$ cat src/rtl/mpu_tx_pkg.sv
// Shared types and constants for the MPU result transmitter.
// Used by mpu_octet_packer and mpu_frame_tx_gen.
package mpu_tx_pkg;

  // Value carried in the TYPE octet of every frame.
  typedef enum logic [7:0] {
    FRAME_DATA      = 8'h01,
    FRAME_ERR_DIM   = 8'h02,
    FRAME_ERR_CMD   = 8'h03,
    FRAME_ERR_FRAME = 8'h04
  } frame_type_t;

  // Octet engine sequencing: header, payload, optional pad, end-of-frame.
  typedef enum logic [2:0] {
    ST_IDLE,
    ST_HDR,
    ST_PAY,
    ST_PAD,
    ST_END
  } tx_state_t;

  localparam int HDR_OCTETS = 18;
  localparam int MIN_FRAME  = 60;

  // Number of elements carried by the next frame of a (possibly split) result.
  function automatic logic [15:0] frame_elems(input logic [15:0] remaining,
                                              input int max_elems);
    return (remaining > 16'(max_elems)) ? 16'(max_elems) : remaining;
  endfunction

endpackage

$ cat src/rtl/mpu_octet_packer.sv
// Gathers a byte stream into Avalon-ST words, first octet in the MSB byte.
// A frame's last octet closes its word early, so frames never share a word.
module mpu_octet_packer
  import mpu_tx_pkg::*;
#(
  parameter  int OUT_WIDTH = 32,
  localparam int EMPTY_W   = (OUT_WIDTH > 8) ? $clog2(OUT_WIDTH / 8) : 1
) (
  input  logic                 clk,
  input  logic                 rst,
  input  logic                 oct_valid,
  input  logic [7:0]           oct_data,
  input  logic                 oct_last,
  output logic                 oct_ready,
  output logic [OUT_WIDTH-1:0] tx_data,
  output logic                 tx_valid,
  input  logic                 tx_ready,
  output logic                 tx_sop,
  output logic                 tx_eop,
  output logic [EMPTY_W-1:0]   tx_empty,
  output logic                 idle
);

  localparam int BYTES = OUT_WIDTH / 8;
  localparam int CW    = (BYTES > 1) ? $clog2(BYTES) : 1;

  logic [OUT_WIDTH-1:0] acc_data;
  logic [CW-1:0]        acc_cnt;
  logic                 acc_sop;
  logic                 first_pending;
  logic                 out_free;
  logic                 word_done;
  logic [OUT_WIDTH-1:0] merged;

  assign out_free  = !tx_valid || tx_ready;
  assign word_done = oct_last || (acc_cnt == CW'(BYTES - 1));
  // Only an octet that completes a word needs the output register to be free.
  assign oct_ready = out_free || !word_done;
  assign idle      = !tx_valid && (acc_cnt == '0);

  // Partial word with the incoming octet dropped into its lane.
  always_comb begin
    // NOTE: every always_comb output gets a default first, so no path can infer a latch.
    merged = acc_data;
    for (int b = 0; b < BYTES; b++) begin
      if (acc_cnt == CW'(b)) merged[OUT_WIDTH-1-8*b -: 8] = oct_data;
    end
  end

  // Accumulate octets and hand finished words to the held output register.
  always_ff @(posedge clk) begin
    // NOTE: sequential state uses non-blocking assignments only, so every register sees pre-edge values.
    if (rst) begin
      acc_data      <= '0;
      acc_cnt       <= '0;
      acc_sop       <= 1'b0;
      first_pending <= 1'b1;
      tx_data       <= '0;
      tx_valid      <= 1'b0;
      tx_sop        <= 1'b0;
      tx_eop        <= 1'b0;
      tx_empty      <= '0;
    end else begin
      if (tx_valid && tx_ready) tx_valid <= 1'b0;
      if (oct_valid && oct_ready) begin
        first_pending <= oct_last;
        if (word_done) begin
          tx_data  <= merged;
          tx_valid <= 1'b1;
          tx_sop   <= (acc_cnt == '0) ? first_pending : acc_sop;
          tx_eop   <= oct_last;
          tx_empty <= oct_last ? EMPTY_W'(BYTES - 1 - int'(acc_cnt)) : '0;
          acc_data <= '0;
          acc_cnt  <= '0;
          acc_sop  <= 1'b0;
        end else begin
          acc_data <= merged;
          acc_cnt  <= acc_cnt + 1'b1;
          if (acc_cnt == '0) acc_sop <= first_pending;
        end
      end
    end
  end

endmodule

$ cat src/rtl/mpu_frame_tx_gen.sv
// MPU result transmitter: turns a result element stream into one or more
// MPU frames (header + big-endian sign-extended payload) on Avalon-ST.
// Optional build macro MPU_TX_PAD_EN zero-pads short frames to 60 octets.
module mpu_frame_tx_gen
  import mpu_tx_pkg::*;
#(
  parameter  int          OUT_WIDTH = 32,
  parameter  int          ACC_SIZE  = 24,
  parameter  int          MAX_ELEMS = 368,
  parameter  logic [47:0] MAC_MPU   = 48'h02_00_00_00_00_01,
  localparam int          EMPTY_W   = (OUT_WIDTH > 8) ? $clog2(OUT_WIDTH / 8) : 1
) (
  input  logic                 clk,
  input  logic                 rst,
  input  logic                 start,
  input  logic [7:0]           dim_x,
  input  logic [7:0]           dim_y,
  input  logic                 dim_error,
  input  logic [7:0]           rx_error,
  input  logic [47:0]          host_mac,
  input  logic [ACC_SIZE-1:0]  res_data,
  input  logic                 res_valid,
  output logic                 res_ready,
  output logic [OUT_WIDTH-1:0] tx_data,
  output logic                 tx_valid,
  input  logic                 tx_ready,
  output logic                 tx_sop,
  output logic                 tx_eop,
  output logic [EMPTY_W-1:0]   tx_empty,
  output logic                 tx_idle
);

  tx_state_t   state;
  frame_type_t ftype_q;
  logic [47:0] host_mac_q;
  logic [7:0]  dx_q, dy_q;
  logic [15:0] remaining;   // elements of the result not yet assigned to a frame
  logic [15:0] n_q;         // elements in the current frame
  logic [15:0] load_left;   // elements of the current frame not yet loaded
  logic [15:0] oct_cnt;     // octet index within the current frame
  logic [31:0] hold_data;
  logic        hold_full;
  logic [1:0]  bsel;

  frame_type_t start_type;
  logic [15:0] start_total;
  logic [15:0] next_n;
  logic [15:0] len_field, frame_len, total_len;
  logic [143:0] hdr;
  logic        oct_valid, oct_ready, oct_last, oct_fire;
  logic [7:0]  oct_data;
  logic        res_fire;
  logic        packer_idle;

  // Classify a new request; rx errors outrank dimension errors.
  always_comb begin
    start_type  = FRAME_DATA;
    start_total = '0;
    if (rx_error != 8'h00) begin
      start_type = FRAME_ERR_FRAME;
    end else if (dim_error || (dim_x == 8'h00) || (dim_y == 8'h00)) begin
      start_type = FRAME_ERR_DIM;
    end else begin
      start_total = 16'(dim_x) * 16'(dim_y);
    end
  end

  assign next_n    = frame_elems((state == ST_IDLE) ? start_total : remaining, MAX_ELEMS);
  assign len_field = 16'd4 + (n_q << 2);
  assign frame_len = 16'(HDR_OCTETS) + (n_q << 2);
`ifdef MPU_TX_PAD_EN
  assign total_len = (frame_len < 16'(MIN_FRAME)) ? 16'(MIN_FRAME) : frame_len;
`else
  assign total_len = frame_len;
`endif
  assign hdr = {host_mac_q, MAC_MPU, len_field, ftype_q, dx_q, dy_q, 8'h00};

  // Octet engine: pick the octet for the current frame position.
  always_comb begin
    oct_valid = 1'b0;
    oct_data  = 8'h00;
    case (state)
      ST_HDR: begin
        oct_valid = 1'b1;
        for (int i = 0; i < HDR_OCTETS; i++) begin
          if (oct_cnt[4:0] == 5'(i)) oct_data = hdr[143-8*i -: 8];
        end
      end
      ST_PAY: begin
        oct_valid = hold_full;
        case (bsel)
          2'd0:    oct_data = hold_data[31:24];
          2'd1:    oct_data = hold_data[23:16];
          2'd2:    oct_data = hold_data[15:8];
          default: oct_data = hold_data[7:0];
        endcase
      end
`ifdef MPU_TX_PAD_EN
      ST_PAD: oct_valid = 1'b1;
`endif
      default: oct_valid = 1'b0;
    endcase
  end

  assign oct_last = (oct_cnt == total_len - 16'd1);
  assign oct_fire = oct_valid && oct_ready;
  // The holding register counts as empty on the cycle its last octet leaves,
  // so back-to-back elements stream without a gap.
  assign res_ready = (state == ST_PAY) && (load_left != 16'd0) &&
                     (!hold_full || (oct_fire && (bsel == 2'd3)));
  assign res_fire  = res_valid && res_ready;
  assign tx_idle   = (state == ST_IDLE) && packer_idle;

  // Frame sequencer, element holding register and per-frame counters.
  always_ff @(posedge clk) begin
    if (rst) begin
      state      <= ST_IDLE;
      ftype_q    <= FRAME_DATA;
      host_mac_q <= '0;
      dx_q       <= '0;
      dy_q       <= '0;
      remaining  <= '0;
      n_q        <= '0;
      load_left  <= '0;
      oct_cnt    <= '0;
      hold_data  <= '0;
      hold_full  <= 1'b0;
      bsel       <= '0;
    end else begin
      if (res_fire) begin
        hold_data <= 32'($signed(res_data));
        hold_full <= 1'b1;
        load_left <= load_left - 16'd1;
      end else if (oct_fire && (state == ST_PAY) && (bsel == 2'd3)) begin
        hold_full <= 1'b0;
      end

      case (state)
        ST_IDLE: begin
          if (start && packer_idle) begin
            ftype_q    <= start_type;
            host_mac_q <= host_mac;
            dx_q       <= dim_x;
            dy_q       <= dim_y;
            n_q        <= next_n;
            load_left  <= next_n;
            remaining  <= start_total - next_n;
            oct_cnt    <= '0;
            bsel       <= '0;
            state      <= ST_HDR;
          end
        end
        ST_HDR: begin
          if (oct_fire) begin
            oct_cnt <= oct_cnt + 16'd1;
            if (oct_last) begin
              state <= ST_END;
            end else if (oct_cnt == 16'(HDR_OCTETS - 1)) begin
`ifdef MPU_TX_PAD_EN
              state <= (n_q != 16'd0) ? ST_PAY : ST_PAD;
`else
              state <= ST_PAY;
`endif
            end
          end
        end
        ST_PAY: begin
          if (oct_fire) begin
            oct_cnt <= oct_cnt + 16'd1;
            bsel    <= bsel + 2'd1;
            if (oct_last) state <= ST_END;
`ifdef MPU_TX_PAD_EN
            else if (oct_cnt == frame_len - 16'd1) state <= ST_PAD;
`endif
          end
        end
`ifdef MPU_TX_PAD_EN
        ST_PAD: begin
          if (oct_fire) begin
            oct_cnt <= oct_cnt + 16'd1;
            if (oct_last) state <= ST_END;
          end
        end
`endif
        ST_END: begin
          if (remaining != 16'd0) begin
            n_q       <= next_n;
            load_left <= next_n;
            remaining <= remaining - next_n;
            oct_cnt   <= '0;
            bsel      <= '0;
            state     <= ST_HDR;
          end else begin
            state <= ST_IDLE;
          end
        end
        default: state <= ST_IDLE;
      endcase
    end
  end

  mpu_octet_packer #(.OUT_WIDTH(OUT_WIDTH)) u_packer (
    .clk       (clk),
    .rst       (rst),
    .oct_valid (oct_valid),
    .oct_data  (oct_data),
    .oct_last  (oct_last),
    .oct_ready (oct_ready),
    .tx_data   (tx_data),
    .tx_valid  (tx_valid),
    .tx_ready  (tx_ready),
    .tx_sop    (tx_sop),
    .tx_eop    (tx_eop),
    .tx_empty  (tx_empty),
    .idle      (packer_idle)
  );

endmodule

$ cat config.mk
export PLATFORM = sky130hd
export DESIGN_NAME = mpu_frame_tx_gen
export DESIGN_NICKNAME = d
export VERILOG_FILES = /design/src/rtl/mpu_tx_pkg.sv /design/src/rtl/mpu_octet_packer.sv /design/src/rtl/mpu_frame_tx_gen.sv
export SDC_FILE = /design/constraint.sdc
export NUM_CORES = 1
export LEC_CHECK = 0
export ABC_CLOCK_PERIOD_IN_PS = 9400
export CAP_MARGIN = 20
export CORE_MARGIN = 2
export CORE_UTILIZATION = 51
export DETAILED_ROUTE_END_ITERATION = 12
export GPL_ROUTABILITY_DRIVEN = 1
export PLACE_DENSITY = 0.75
export SYNTH_ARGS = -nofsm -noshare
export SYNTH_HDL_FRONTEND = slang
export SYNTH_SLANG_ARGS = --single-unit
$ cat constraint.sdc
create_clock -name clk -period 9.4 [get_ports clk]
set_clock_uncertainty 0.1 [all_clocks]
set_input_delay 1.88 -clock clk [delete_from_list [all_inputs] [get_ports clk]]
set_output_delay 1.88 -clock clk [all_outputs]
set_load 0.02 [all_outputs]
# --- Yosys cells after proc, flatten, opt, wreduce, memory -nomap -nowiden ---
# Index checks and enable logic that the tools add are counted.
totals:
  input_bits: 102
  ff_bits: 237
  output_inout_bits: 39
  word_cells: 175
op_classes:
  reduce_logical: 40
  magnitude_cmp: 1
  add_sub_neg: 10
  n_mux: 67
  n_eq_ne: 35
  mul: 1
ops:
  columns: ["cell", "count"]
  rows:
  - ["$mux W16", 12]
  - ["$mux W8", 23]
  - ["$pmux W16 S2", 2]
  - ["$pmux W16 S3", 1]
  - ["$eq A5 B4 Y1 const B", 8]
  - ["$mux W32", 1]
  - ["$reduce_bool A16 Y1", 2]
  - ["$sub A16 B1 Y16 const B", 2]
  - ["$sub A16 B16 Y16", 2]
  - ["$mux W14", 2]
  - ["$pmux W14 S2", 1]
  - ["$pmux W8 S3", 1]
  - ["$eq A5 B3 Y1 const B", 4]
  - ["$mux W3", 6]
  - ["$add A16 B1 Y16 const B", 1]
  - ["$add A3 B16 Y16 const A", 1]
  - ["$add A5 B16 Y16 const A", 1]
  - ["$eq A16 B16 Y1", 1]
  - ["$eq A16 B5 Y1 const B", 1]
  - ["$gt A16 B9 Y1 const B", 1]
  - ["$logic_not A8 Y1", 2]
  - ["$mul A8 B8 Y16", 1]
  - ["$pmux W8 S2", 1]
  - ["$mux W2", 6]
  - ["other kinds (31)", 71]

# --- Depth between registers and ports, before layout ---
# Gate-level depths: netlist of the first run.
depth:
  ltp_word: 22
  depth_mapped: 31

# --- Cells and area by module ---
# From an unflattened synthesis of the first run, not the netlist that was laid out.
hier_totals:
  hier_cells: 1816
  hier_area_um2: 14834.2
by_module_without_submodules:
  columns: ["mod", "area_each_um2", "instances", "cells_per_inst"]
  rows:
  - ["mpu_frame_tx_gen", 11202.0, 1, 1480]
  - ["mpu_octet_packer", 3632.2, 1, 336]

# --- Least setup slack after synthesis of the first run ---
# Ideal clock, no wire load.
synth_timing:
  kind: "input to register"
  start: "input port dim_x[1]"
  end: "register remaining[10]"
  stages: 26
  arrival_ns: 8.767
  required_ns: 9.180
  setup_ns: 0.120
  slack_ns: 0.413
  path_cell_list: "clkbuf_1 nand2_1 fa_1 fa_1 inv_1 fa_1 inv_1 fa_1 inv_1 ha_1 a21o_1 a21oi_2 nand2_1 o41ai_2 mux2_2 o311ai_2 and2_0 clkbuf_1 nand2_1 fa_1 a21o_1 a311oi_1 a2111oi_4 o31ai_2 mux2i_1 a21oi_1"
synth_via:
  elab_chain_cells: 11
synth_rtl:
  columns: ["item", "line", "rtl"]
  rows:
  - ["start: declaration", "mpu_frame_tx_gen.sv:16", "input logic [7:0] dim_x,"]
  - ["branches (longest 3 deep; another with $mul A8 B8 Y16)", null, null]
  - ["$mux W16 *", "mpu_frame_tx_gen.sv:61", "end else if (dim_error || (dim_x == 8'h00) || (dim_y == 8'h00)) begin"]
  - ["$mux W16 *", "mpu_frame_tx_gen.sv:59", "if (rx_error != 8'h00) begin"]
  - ["$mux W16", "mpu_frame_tx_gen.sv:68", "assign next_n = frame_elems((state == ST_IDLE) ? start_total : remaining, MAX_ELEMS);"]
  - ["$gt A16 B9 Y1", "mpu_tx_pkg.sv:28", "return (remaining > 16'(max_elems)) ? 16'(max_elems) : remaining;"]
  - ["$mux W16", "mpu_tx_pkg.sv:28", null]
  - ["$sub A16 B16 Y16 (on tied branches)", "mpu_frame_tx_gen.sv:189, mpu_frame_tx_gen.sv:147", null]
  - ["$mux W16 (on tied branches)", "mpu_frame_tx_gen.sv:186, mpu_frame_tx_gen.sv:140", null]
  - ["$pmux W16 S2 *", "mpu_frame_tx_gen.sv:138", "case (state)"]
  - ["end signal: assignment", "mpu_frame_tx_gen.sv:147", "remaining <= start_total - next_n;"]
  - ["end signal: assignment", "mpu_frame_tx_gen.sv:189", "remaining <= remaining - next_n;"]
  - ["end: declaration", "mpu_frame_tx_gen.sv:37", "logic [15:0] remaining;"]
# Mark *: on every way between the ends. The select of a mux whose other input is x is not followed.
# A chain may end at the register's enable or synchronous reset.

# --- Worst setup path in the final report of the first run ---
layout_timing:
  start: "input port dim_x[5]"
  end: "register remaining[12]"
layout_via:
  elab_chain_cells: 11
layout_rtl:
  columns: ["item", "line", "rtl"]
  rows:
  - ["branches (longest 3 deep; another with $mul A8 B8 Y16)", null, null]
  - ["$mux W16 *", "mpu_frame_tx_gen.sv:61", null]
  - ["$mux W16 *", "mpu_frame_tx_gen.sv:59", null]
  - ["$mux W16 *", "mpu_frame_tx_gen.sv:68", null]
  - ["$gt A16 B9 Y1", "mpu_tx_pkg.sv:28", null]
  - ["$mux W16 *", "mpu_tx_pkg.sv:28", null]
  - ["named net next_n[0]", "mpu_frame_tx_gen.sv:47", "logic [15:0] next_n;"]
  - ["$sub A16 B16 Y16 (on tied branches)", "mpu_frame_tx_gen.sv:189, mpu_frame_tx_gen.sv:147", null]
  - ["$mux W16 (on tied branches)", "mpu_frame_tx_gen.sv:186, mpu_frame_tx_gen.sv:140", null]
  - ["$pmux W16 S2 *", "mpu_frame_tx_gen.sv:138", null]
# Mark *: on every way through the listed nets, which the timed path passes. The select of a mux whose other input is x is not followed.

==> results of run 1 <==
## metrics by stage
| stage | setup TNS, ns | power (mW) |
|---|---|---|
| after floorplan | 0 | 2.17 |
| after global placement | 0 | 2.51 |
| after detailed placement | -0.166 | 2.54 |
| after CTS | 0 | 3.57 |
| after global routing | 0 | 3.78 |
| final | 0 | 3.57 |
## worst max path at each step
stage,start,end,cells after the start
2_1_floorplan,dim_x[1],remaining[10],26
3_3_place_gp,dim_x[2],remaining[9],28
3_5_place_dp,dim_x[3],remaining[9],28
4_1_cts,dim_x[3],remaining[12],27
5_1_grt,dim_x[3],remaining[12],29
6_report,dim_x[5],remaining[12],29
## registers in the layout, summed over array words and instances (netlist names), 2 cells and up
signal             count
bsel                   2
ftype_q                3
state                  3
u_packer.tx_data      32
oct_cnt               16
remaining             16
dy_q                   8
load_left             16
u_packer.acc_cnt       2
u_packer.acc_data     32
host_mac_q            48
hold_data             24
u_packer.tx_empty      2
n_q                   14
dx_q                   8
## layout make-up
class                   count  area, µm²
inverters                  65        244
well taps                 378        473
clock buffers              36        738
multi-input cells        1369       8820
flip-flops and latches    232       4640
clock inverters            10        121
repair buffers            182       1720
fillers                  2443      10800
## routing by layer
layer,track usage,share of wire
met1,0.356,0.44
met3,0.0352,0.063
met5,0,0
met4,0.102,0.036
met2,0.428,0.46
## worst min-delay path: cells and delay by family (launching register included)
kind / cells / cell delay (ns)
compound gates: 1 / 0.05
simple gates: 1 / 0.05
flops: 1 / 0.31
## placed cells by master, fill, tap and decap left out, types with 8 or more instances in the layout
cell type	count
a32oi_1	16
buf_4	42
or3_1	12
o31ai_1	15
xnor2_1	50
clkbuf_16	26
inv_1	65
a211oi_1	23
nor4_1	15
nor2_1	146
a21o_1	11
a221oi_1	16
mux2i_1	23
nor4b_1	8
and2_1	59
o211ai_1	13
nor3_1	25
fa_1	37
nor2b_1	17
nand2_1	312
a21oi_1	166
o21ai_0	60
and3_1	29
nand4_1	8
nand3_1	54
a211o_1	10
ha_1	65
xor2_1	23
clkdlybuf4s50_1	139
a31oi_1	11
dfxtp_1	232
## power by group
group / total, mW / internal [mW] / switching [mW]
logic: 1.37 / 0.540 / 0.827
registers: 1.19 / 1.09 / 0.0991
clock network: 1.02 / 0.604 / 0.416
total: 3.57 / 2.23 / 1.34
## kinds of logic after synthesis
group / synth area share
AOI/OAI and AO/OA: 0.204
other: 0.000264
and+or+nand+nor: 0.242
adders and majority gates: 0.110
xor gates and xnor gates: 0.0451
muxes: 0.0186
buffers and inverters: 0.0533
DFF: 0.327
==> summary.txt, run 1 <==
Outcome
  • Status: finished, final reports clean

GRT
  • Global-route wire length before repair: 62.6 mm
  • Vias in the first global route: 12500
  • GRT overflow: 0
  • Total track usage: 0.263
  • Initial antenna violation count: 0
  • Largest net degree at the start of global routing: 89

Power
  • Peak VDD IR: 0.156 mV
  • PwrDens: roughly 210 mW/mm²
  • Pleak: 6.38 nW

Clock tree
  • # hold bufs at CTS: 0
  • CTS root buffer: clkbuf_16
  • CTS Buf Count: 26
  • Clk sink count: about 230
  • Clk_lat worst skew: about 0.54 ns
  • Post-CTS setup buffer count: 0
  • CTS tree: done
  • Post_cts resized: 0
  • Max clock buf depth: 3
  • Worst-path clk slew: 0.06 ns
  • H-tree Lvls: 1

Logic synthesis
  • Yosys warns: 0
  • Dominant cells by area after synthesis: dfxtp_1 (33%), nand2_1 (8.3%), a21oi_1 (5.9%)
  • Gate Count Post-Synth: 1784
  • Yosys top cell area share: 0.327
  • Synth top cells by count: nand2_1 (313), dfxtp_1 (232), a21oi_1 (166)
  • Mapped Area: 0.0142 mm²
  • Yosys cell types: 89
  • Register area share after synthesis: 0.327
  • Number of synthesized flops with an enable pin: 0
  • #FFs+latches synth: 232
  • Synthesized area per cell: ~8 µm²
  • Top_reg_cell synth: dfxtp_1
  • Synth async-reset ratio: 0
  • Synth area leader: dfxtp_1
  • Top-count cell post-synth: nand2_1

Worst setup path
  • Worst reg2reg path depth: 10
  • CP startpoint kind: input port
  • Critical Path Max Stage Delay: 0.69 ns
  • WP buf/inv: 5
  • Critical R2R Capture: u_packer.tx_data[23]
  • CP required: 9.73 ns
  • R2R Path Start: n_q[4]
  • Slowest cell on crit path: clkdlybuf4s50_1
  • Worst Path Class, Setup: in -> reg
  • WP data arrival: ~9.3 ns
  • Crit-path max FO: 7
  • CP dominant cell by count: fa_1
  • Crit path max-delay family: adder cells
  • R2R setup slack: between 4 and 5 ns
  • Critical Path Sink Type: flip-flop

Timing
  • Post-route setup slack: around 0.43 ns
  • Final Hold Viols: 0
  • Unrepaired setup endpoints after global routing: no
  • Fin Hold WS: 0.349 ns
  • Fin. max-slew vios: 0
  • Post-route minimum period: 8.97 ns
  • Setup violations, final: 0
  • Max Clk Rate: around 110 MHz
  • Worst Tran Pin Value: 1.09 ns
  • Relative slew slack: 0.266
  • Tcrit/Tclk final: 0.954

Die
  • Core ar.: 0.0276 mm²
  • Die Height: between 150 and 200 µm
  • FP Rows: 61
  • Die span in x: 171 µm
  • DIE AREA: 0.0292 mm²
  • Initial Utilization: 0.515
  • Boundary Pins: 141

Worst hold path
  • Hold Crit Depth: 2
  • Hold EP: u_packer.tx_data[9]
  • Hold wc startpoint: u_packer.tx_data[9]
  • Hold Path Class: reg -> reg

Routing
  • Vias/cell: 5.83
  • Final ANT Viol Nets: 0
  • DR iter-0 viols: 1140
  • Total number of vias: 13200
  • Drt wl/cell: 17.4 µm
  • Pre-Repair DR Iteration Count: 5
  • WL final: 39.5 mm
  • Residual DRC: 0

Job
  • Max cap viols: 0

Final layout
  • Syn-to-layout area delta: 18.1%
  • Antenna Cells: 0
  • Layout Nets: about 2100
  • Final core utilization: 0.608
  • Final cell count without fillers: 2272
  • Design area: 0.0168 mm²
  • Fraction of layout cells with a size suffix above 1: 0.0618

Place
  • DP Wirelength: 28.6 mm
  • Cells after DPL: 2225
  • Pre-CTS setup slack: -0.105 ns
  • Port Buffer Count: 140
  • RD Place Congestion: between 0.9 and 1
  • Placed inst area: roughly 0.016 mm²
Note: power is estimated with default switching activity, not from simulation.
==> run 2, diff against run 1 <==
--- a/config.mk
+++ b/config.mk
@@ -5,13 +5,13 @@
 export SDC_FILE = /design/constraint.sdc
 export NUM_CORES = 1
 export LEC_CHECK = 0
-export ABC_CLOCK_PERIOD_IN_PS = 9400
+export ABC_CLOCK_PERIOD_IN_PS = 9600
 export CAP_MARGIN = 20
 export CORE_MARGIN = 2
 export CORE_UTILIZATION = 51
 export DETAILED_ROUTE_END_ITERATION = 12
 export GPL_ROUTABILITY_DRIVEN = 1
-export PLACE_DENSITY = 0.75
+export PLACE_DENSITY = 0.73
 export SYNTH_ARGS = -nofsm -noshare
 export SYNTH_HDL_FRONTEND = slang
 export SYNTH_SLANG_ARGS = --single-unit
==> constraint.sdc (replaced) <==
create_clock -name clk -period 9.6 [get_ports clk]
set_clock_uncertainty 0.1 [all_clocks]
set_input_delay 1.92 -clock clk [delete_from_list [all_inputs] [get_ports clk]]
set_output_delay 1.92 -clock clk [all_outputs]
set_load 0.02 [all_outputs]
==> summary.txt, run 2 (same netlist as run 1, synthesis figures left out) <==
Place
  • Port Buffer Count: between 100 and 150
  • DP Wirelength: approximately 28 mm
  • RD Place Congestion: 0.895

Final layout
  • Antenna Cells: 0
  • Fraction of layout cells with a size suffix above 1: 0.0619
  • Syn-to-layout area delta: 18.4%
  • Commonest non-fill, non-tap cells in the layout: nand2_1 (312), dfxtp_1 (232), a21oi_1 (166)
  • Max FFs per register: 48
  • Layout Nets: roughly 2100
  • Top reg by flops: host_mac_q
  • Most common cell after layout, fill and taps aside: nand2_1
  • Biggest regs: host_mac_q: 48 flops, u_packer.acc_data: 32 flops, u_packer.tx_data: 32 flops
  • Final core utilization: 0.610

GRT
  • Total track usage: 0.264
  • GRT overflow: 0
  • Vias in the first global route: 12400
  • Global-route wire length before repair: around 63 mm
  • Initial antenna violation count: 0
  • Largest net degree at the start of global routing: 99

Timing
  • Final Hold Viols: 0
  • Max Clk Rate: 110 MHz
  • Fin. max-slew vios: 0
  • Relative slew slack: 0.302
  • Tcrit/Tclk final: 0.949
  • Setup violations, final: 0
  • Worst Tran Pin Value: 1.05 ns
  • Unrepaired setup endpoints after global routing: no
  • Setup_tns: 0 ns
  • Post-route minimum period: 9.11 ns

Clock tree
  • CTS root buffer: clkbuf_16
  • Post-CTS setup buffer count: 0
  • # hold bufs at CTS: 0
  • Worst-path clk slew: 0.06 ns
  • Clk_lat worst skew: 0.54 ns
  • CTS Buf Count: 27
  • Post_cts resized: 0
  • Clk sink count: 232
  • CTS tree: done
  • Max clock buf depth: 3
  • H-tree Lvls: 1

Routing
  • DR iter-0 viols: about 1100
  • Pre-Repair DR Iteration Count: 5
  • Total number of vias: roughly 13000
  • Vias/cell: 5.83
  • Residual DRC: 0
  • Drt wl/cell: 17.2 µm
  • Final ANT Viol Nets: 0
  • WL final: ~40 mm

Die
  • Initial Utilization: 0.515
  • DIE AREA: approximately 0.03 mm²
  • FP Rows: 61
  • Core ar.: between 0.02 and 0.03 mm²
  • Die span in x: 171 µm
  • Boundary Pins: 141
  • Die Height: 171 µm

Worst setup path
  • Critical Path Sink Type: flip-flop
  • CP startpoint kind: input port
  • Crit-path max FO: 10
  • WP data arrival: 9.45 ns
  • Worst Path Class, Setup: in -> reg
  • R2R Path Start: n_q[2]
  • R2R setup slack: 4.78 ns
  • CP required: 9.94 ns
  • CP Launch Point: dim_y[3]

Worst hold path
  • Hold Path Class: reg -> reg
  • Hold wc startpoint: hold_data[1]

Outcome
  • Status: finished, final reports clean

Power
  • PwrDens: between 200 and 250 mW/mm²
  • Peak VDD IR: 0.157 mV
  • Pleak: 6.40 nW

Job
  • Max cap viols: 0
## run 2: changes by cell type in the layout (fill, tap and decap cells not counted), moves of 2 or more
cell | before | now
buf_4 | 42 | 35
bufinv_16 | 2 | 4
clkbuf_1 | 5 | 2
clkinv_2 | 4 | 6
inv_6 | 1 | 3
## run 2: final cells by class
| class | instances | area, µm² |
|---|---|---|
| fill | 2440 | 10800 |
| inverter | 65 | 244 |
| timing repair buffer | 176 | 1670 |
| clock buffer | 33 | 738 |
| multi-input combinational | 1369 | 8820 |
| clock inverter | 16 | 205 |
| tap | 378 | 473 |
| sequential | 232 | 4640 |
## run 2: final timing paths
kind,endpoint,depth (start not counted)
worst max-delay path,remaining[9],28
worst min-delay path,hold_data[1],2
worst max register to register,u_packer.tx_data[24],13
worst min register to register,hold_data[1],2
## run 2: stage by stage
step / hold slack [ns] / setup slack, ns / std cells / total power, mW / cell area [µm²]
6_report: 0.350 / 0.494 / 2269 / 3.56 / 16800
4_1_cts: 0.352 / 0.610 / 2268 / 3.57 / 16800
2_1_floorplan: 0.331 / 0.573 / 1789 / 2.12 / 14200
3_5_place_dp: 0.344 / 0.0740 / 2219 / 2.48 / 15800
3_3_place_gp: 0.338 / 0.283 / 2218 / 2.45 / 15800
5_1_grt: 0.368 / 0.103 / 2269 / 3.78 / 16800
## run 2: critical path, stage by stage
cell             delay [ns]
clkdlybuf4s50_1        0.67
nand2_1                0.12
fa_1                   0.50
fa_1                   0.52
inv_1                  0.06
fa_1                   0.53
inv_1                  0.06
fa_1                   0.53
inv_1                  0.04
ha_1                   0.36
a21o_1                 0.19
a21oi_2                0.17
nand2_1                0.13
o41ai_2                0.37
mux2_2                 0.40
o311ai_2               0.35
and2_0                 0.27
buf_4                  0.16
nand2_1                0.08
ha_1                   0.35
a21o_1                 0.19
a31oi_1                0.11
and2_1                 0.19
a311o_1                0.38
a31oi_1                0.24
o211ai_1               0.13
nor3b_1                0.17
o41ai_2                0.26
## run 2: metal layers
layer / vias up / global-route usage / share of wire
met5: - / 0 / 0
met2: 415 / 0.438 / 0.46
met4: 0 / 0.0781 / 0.029
met1: 6315 / 0.362 / 0.45
met3: 83 / 0.0298 / 0.057
li1: 6406 / - / -
## run 2: power breakdown
part           total (mW)  switching [mW]  internal (mW)
clock network        1.08           0.422          0.658
registers            1.16          0.0979           1.07
logic                1.32           0.798          0.522
==> run 3, diff against run 2 <==
--- a/config.mk
+++ b/config.mk
@@ -12,6 +12,7 @@
 export DETAILED_ROUTE_END_ITERATION = 12
 export GPL_ROUTABILITY_DRIVEN = 1
 export PLACE_DENSITY = 0.73
+export REMOVE_ABC_BUFFERS = 1
 export SYNTH_ARGS = -nofsm -noshare
 export SYNTH_HDL_FRONTEND = slang
 export SYNTH_SLANG_ARGS = --single-unit
==> summary.txt, run 3 (same netlist as run 1, synthesis figures left out) <==
Worst setup path
  • CP Launch Point: dim_x[3]
  • Critical Path Max Stage Delay: 0.61 ns
  • Worst reg2reg path depth: 12
  • CP startpoint kind: input port
  • WP data arrival: ~9.4 ns
  • CP dominant cell by count: fa_1
  • Slowest cell on crit path: a311oi_1
  • Worst Path Class, Setup: in -> reg
  • R2R Path Start: oct_cnt[0]
  • Crit-path max FO: 6
  • CP required: 9.91 ns
  • Critical Path Sink Type: flip-flop

Place
  • Port Buffer Count: 140
  • RD Place Congestion: 0.907
  • DP Wirelength: 27.3 mm

Final layout
  • Layout Nets: 2074
  • Fraction of layout cells with a size suffix above 1: 0.0563
  • Commonest non-fill, non-tap cells in the layout: nand2_1 (312), dfxtp_1 (232), a21oi_1 (166)
  • Biggest regs: host_mac_q: 48 flops, u_packer.acc_data: 32 flops, u_packer.tx_data: 32 flops
  • Top reg by flops: host_mac_q
  • Max FFs per register: 48
  • # fillers: between 2000 and 3000
  • Final core utilization: 0.604
  • Antenna Cells: 0
  • Syn-to-layout area delta: 17.4%
  • Most common cell after layout, fill and taps aside: nand2_1

GRT
  • Initial antenna violation count: 0
  • GRT overflow: 0
  • Largest net degree at the start of global routing: 83
  • Vias in the first global route: 12000
  • Total track usage: 0.252
  • Global-route wire length before repair: 60.6 mm

Timing
  • Tcrit/Tclk final: 0.948
  • Setup violations, final: 0
  • Final Hold Viols: 0
  • Worst Tran Pin Value: ~0.99 ns
  • Post-route minimum period: 9.10 ns
  • Unrepaired setup endpoints after global routing: no
  • Fin. max-slew vios: 0
  • Max Clk Rate: 110 MHz
  • Setup_tns: 0 ns
  • Relative slew slack: 0.338

Routing
  • WL final: 37.9 mm
  • Residual DRC: 0
  • Total number of vias: 13000
  • DR iter-0 viols: approximately 1100
  • Vias/cell: ~5.7
  • Pre-Repair DR Iteration Count: 8
  • Final ANT Viol Nets: 0
  • Drt wl/cell: 16.7 µm

Die
  • FP Rows: 61
  • Core ar.: 0.0276 mm²
  • Die span in x: 171 µm
  • Initial Utilization: 0.515
  • Die Height: 171 µm
  • Boundary Pins: about 140
  • DIE AREA: 0.0292 mm²

Worst hold path
  • Hold wc startpoint: host_mac_q[4]
  • Hold Path Class: reg -> reg
  • Hold Crit Depth: 2

Clock tree
  • Post_cts resized: 0
  • CTS root buffer: clkbuf_16
  • Max clock buf depth: 3
  • Clk sink count: 232
  • Worst-path clk slew: 0.06 ns
  • Post-CTS setup buffer count: 0
  • CTS tree: done
  • # hold bufs at CTS: 0
  • H-tree Lvls: 1
  • CTS Buf Count: 26
  • Clk_lat worst skew: 0.53 ns

Power
  • Peak VDD IR: 0.139 mV
  • Pleak: 6.31 nW
  • PwrDens: around 200 mW/mm²

Outcome
  • Status: finished, final reports clean

Job
  • Max cap viols: 0
[run 3: power breakdown]
part,switching [mW],internal [mW],total (mW)
registers,0.0939,1.07,1.16
logic,0.799,0.518,1.32
clock network,0.388,0.537,0.926
[run 3: metal layers]
layer / up-vias / part of all wire / GRT usage
li1: 6391 / - / -
met3: 57 / 0.057 / 0.0268
met4: 0 / 0.020 / 0.0578
met1: 6113 / 0.46 / 0.348
met2: 415 / 0.47 / 0.427
met5: - / 0 / 0
[run 3: path summary, 6_finish.rpt]
path                                             to  slack [ns]
worst min-delay path                  host_mac_q[4]        0.35
worst min register to register        host_mac_q[4]        0.35
worst max-delay path                  remaining[10]        0.50
worst max register to register  u_packer.tx_data[8]        5.13
[run 3: layout make-up]
cell class | count | area [µm²] | area share
Timing Repair Buffer | 176 | 1690 | 0.102
Clock buffer | 35 | 704 | 0.0423
Tap cell | 378 | 473 | 0.0284
Sequential cell | 232 | 4640 | 0.279
Inverter | 65 | 244 | 0.0147
Clock inverter | 7 | 75.1 | 0.00451
Multi-Input combinational cell | 1369 | 8820 | 0.530
[run 3: worst max-delay path: cells and delay by family]
kind / cells / cell delay [ns]
buffers and inverters: 4 / 0.78
AND/OR/NAND/NOR: 4 / 0.70
AO/OA/AOI/OAI: 9 / 2.54
multiplexers: 2 / 0.63
adder cells (fa/ha/maj): 6 / 2.83
[run 3: stage by stage]
step	total power [mW]	instances	worst slack [ns]	hold slack (ns)	area, µm²
3_3_place_gp	2.45	2218	0.283	0.338	15800
5_1_grt	3.61	2262	0.0652	0.365	16700
2_1_floorplan	2.07	1666	0.847	0.325	13700
3_5_place_dp	2.48	2218	0.0326	0.342	15800
4_1_cts	3.41	2260	0.550	0.351	16600
6_report	3.40	2262	0.504	0.347	16700
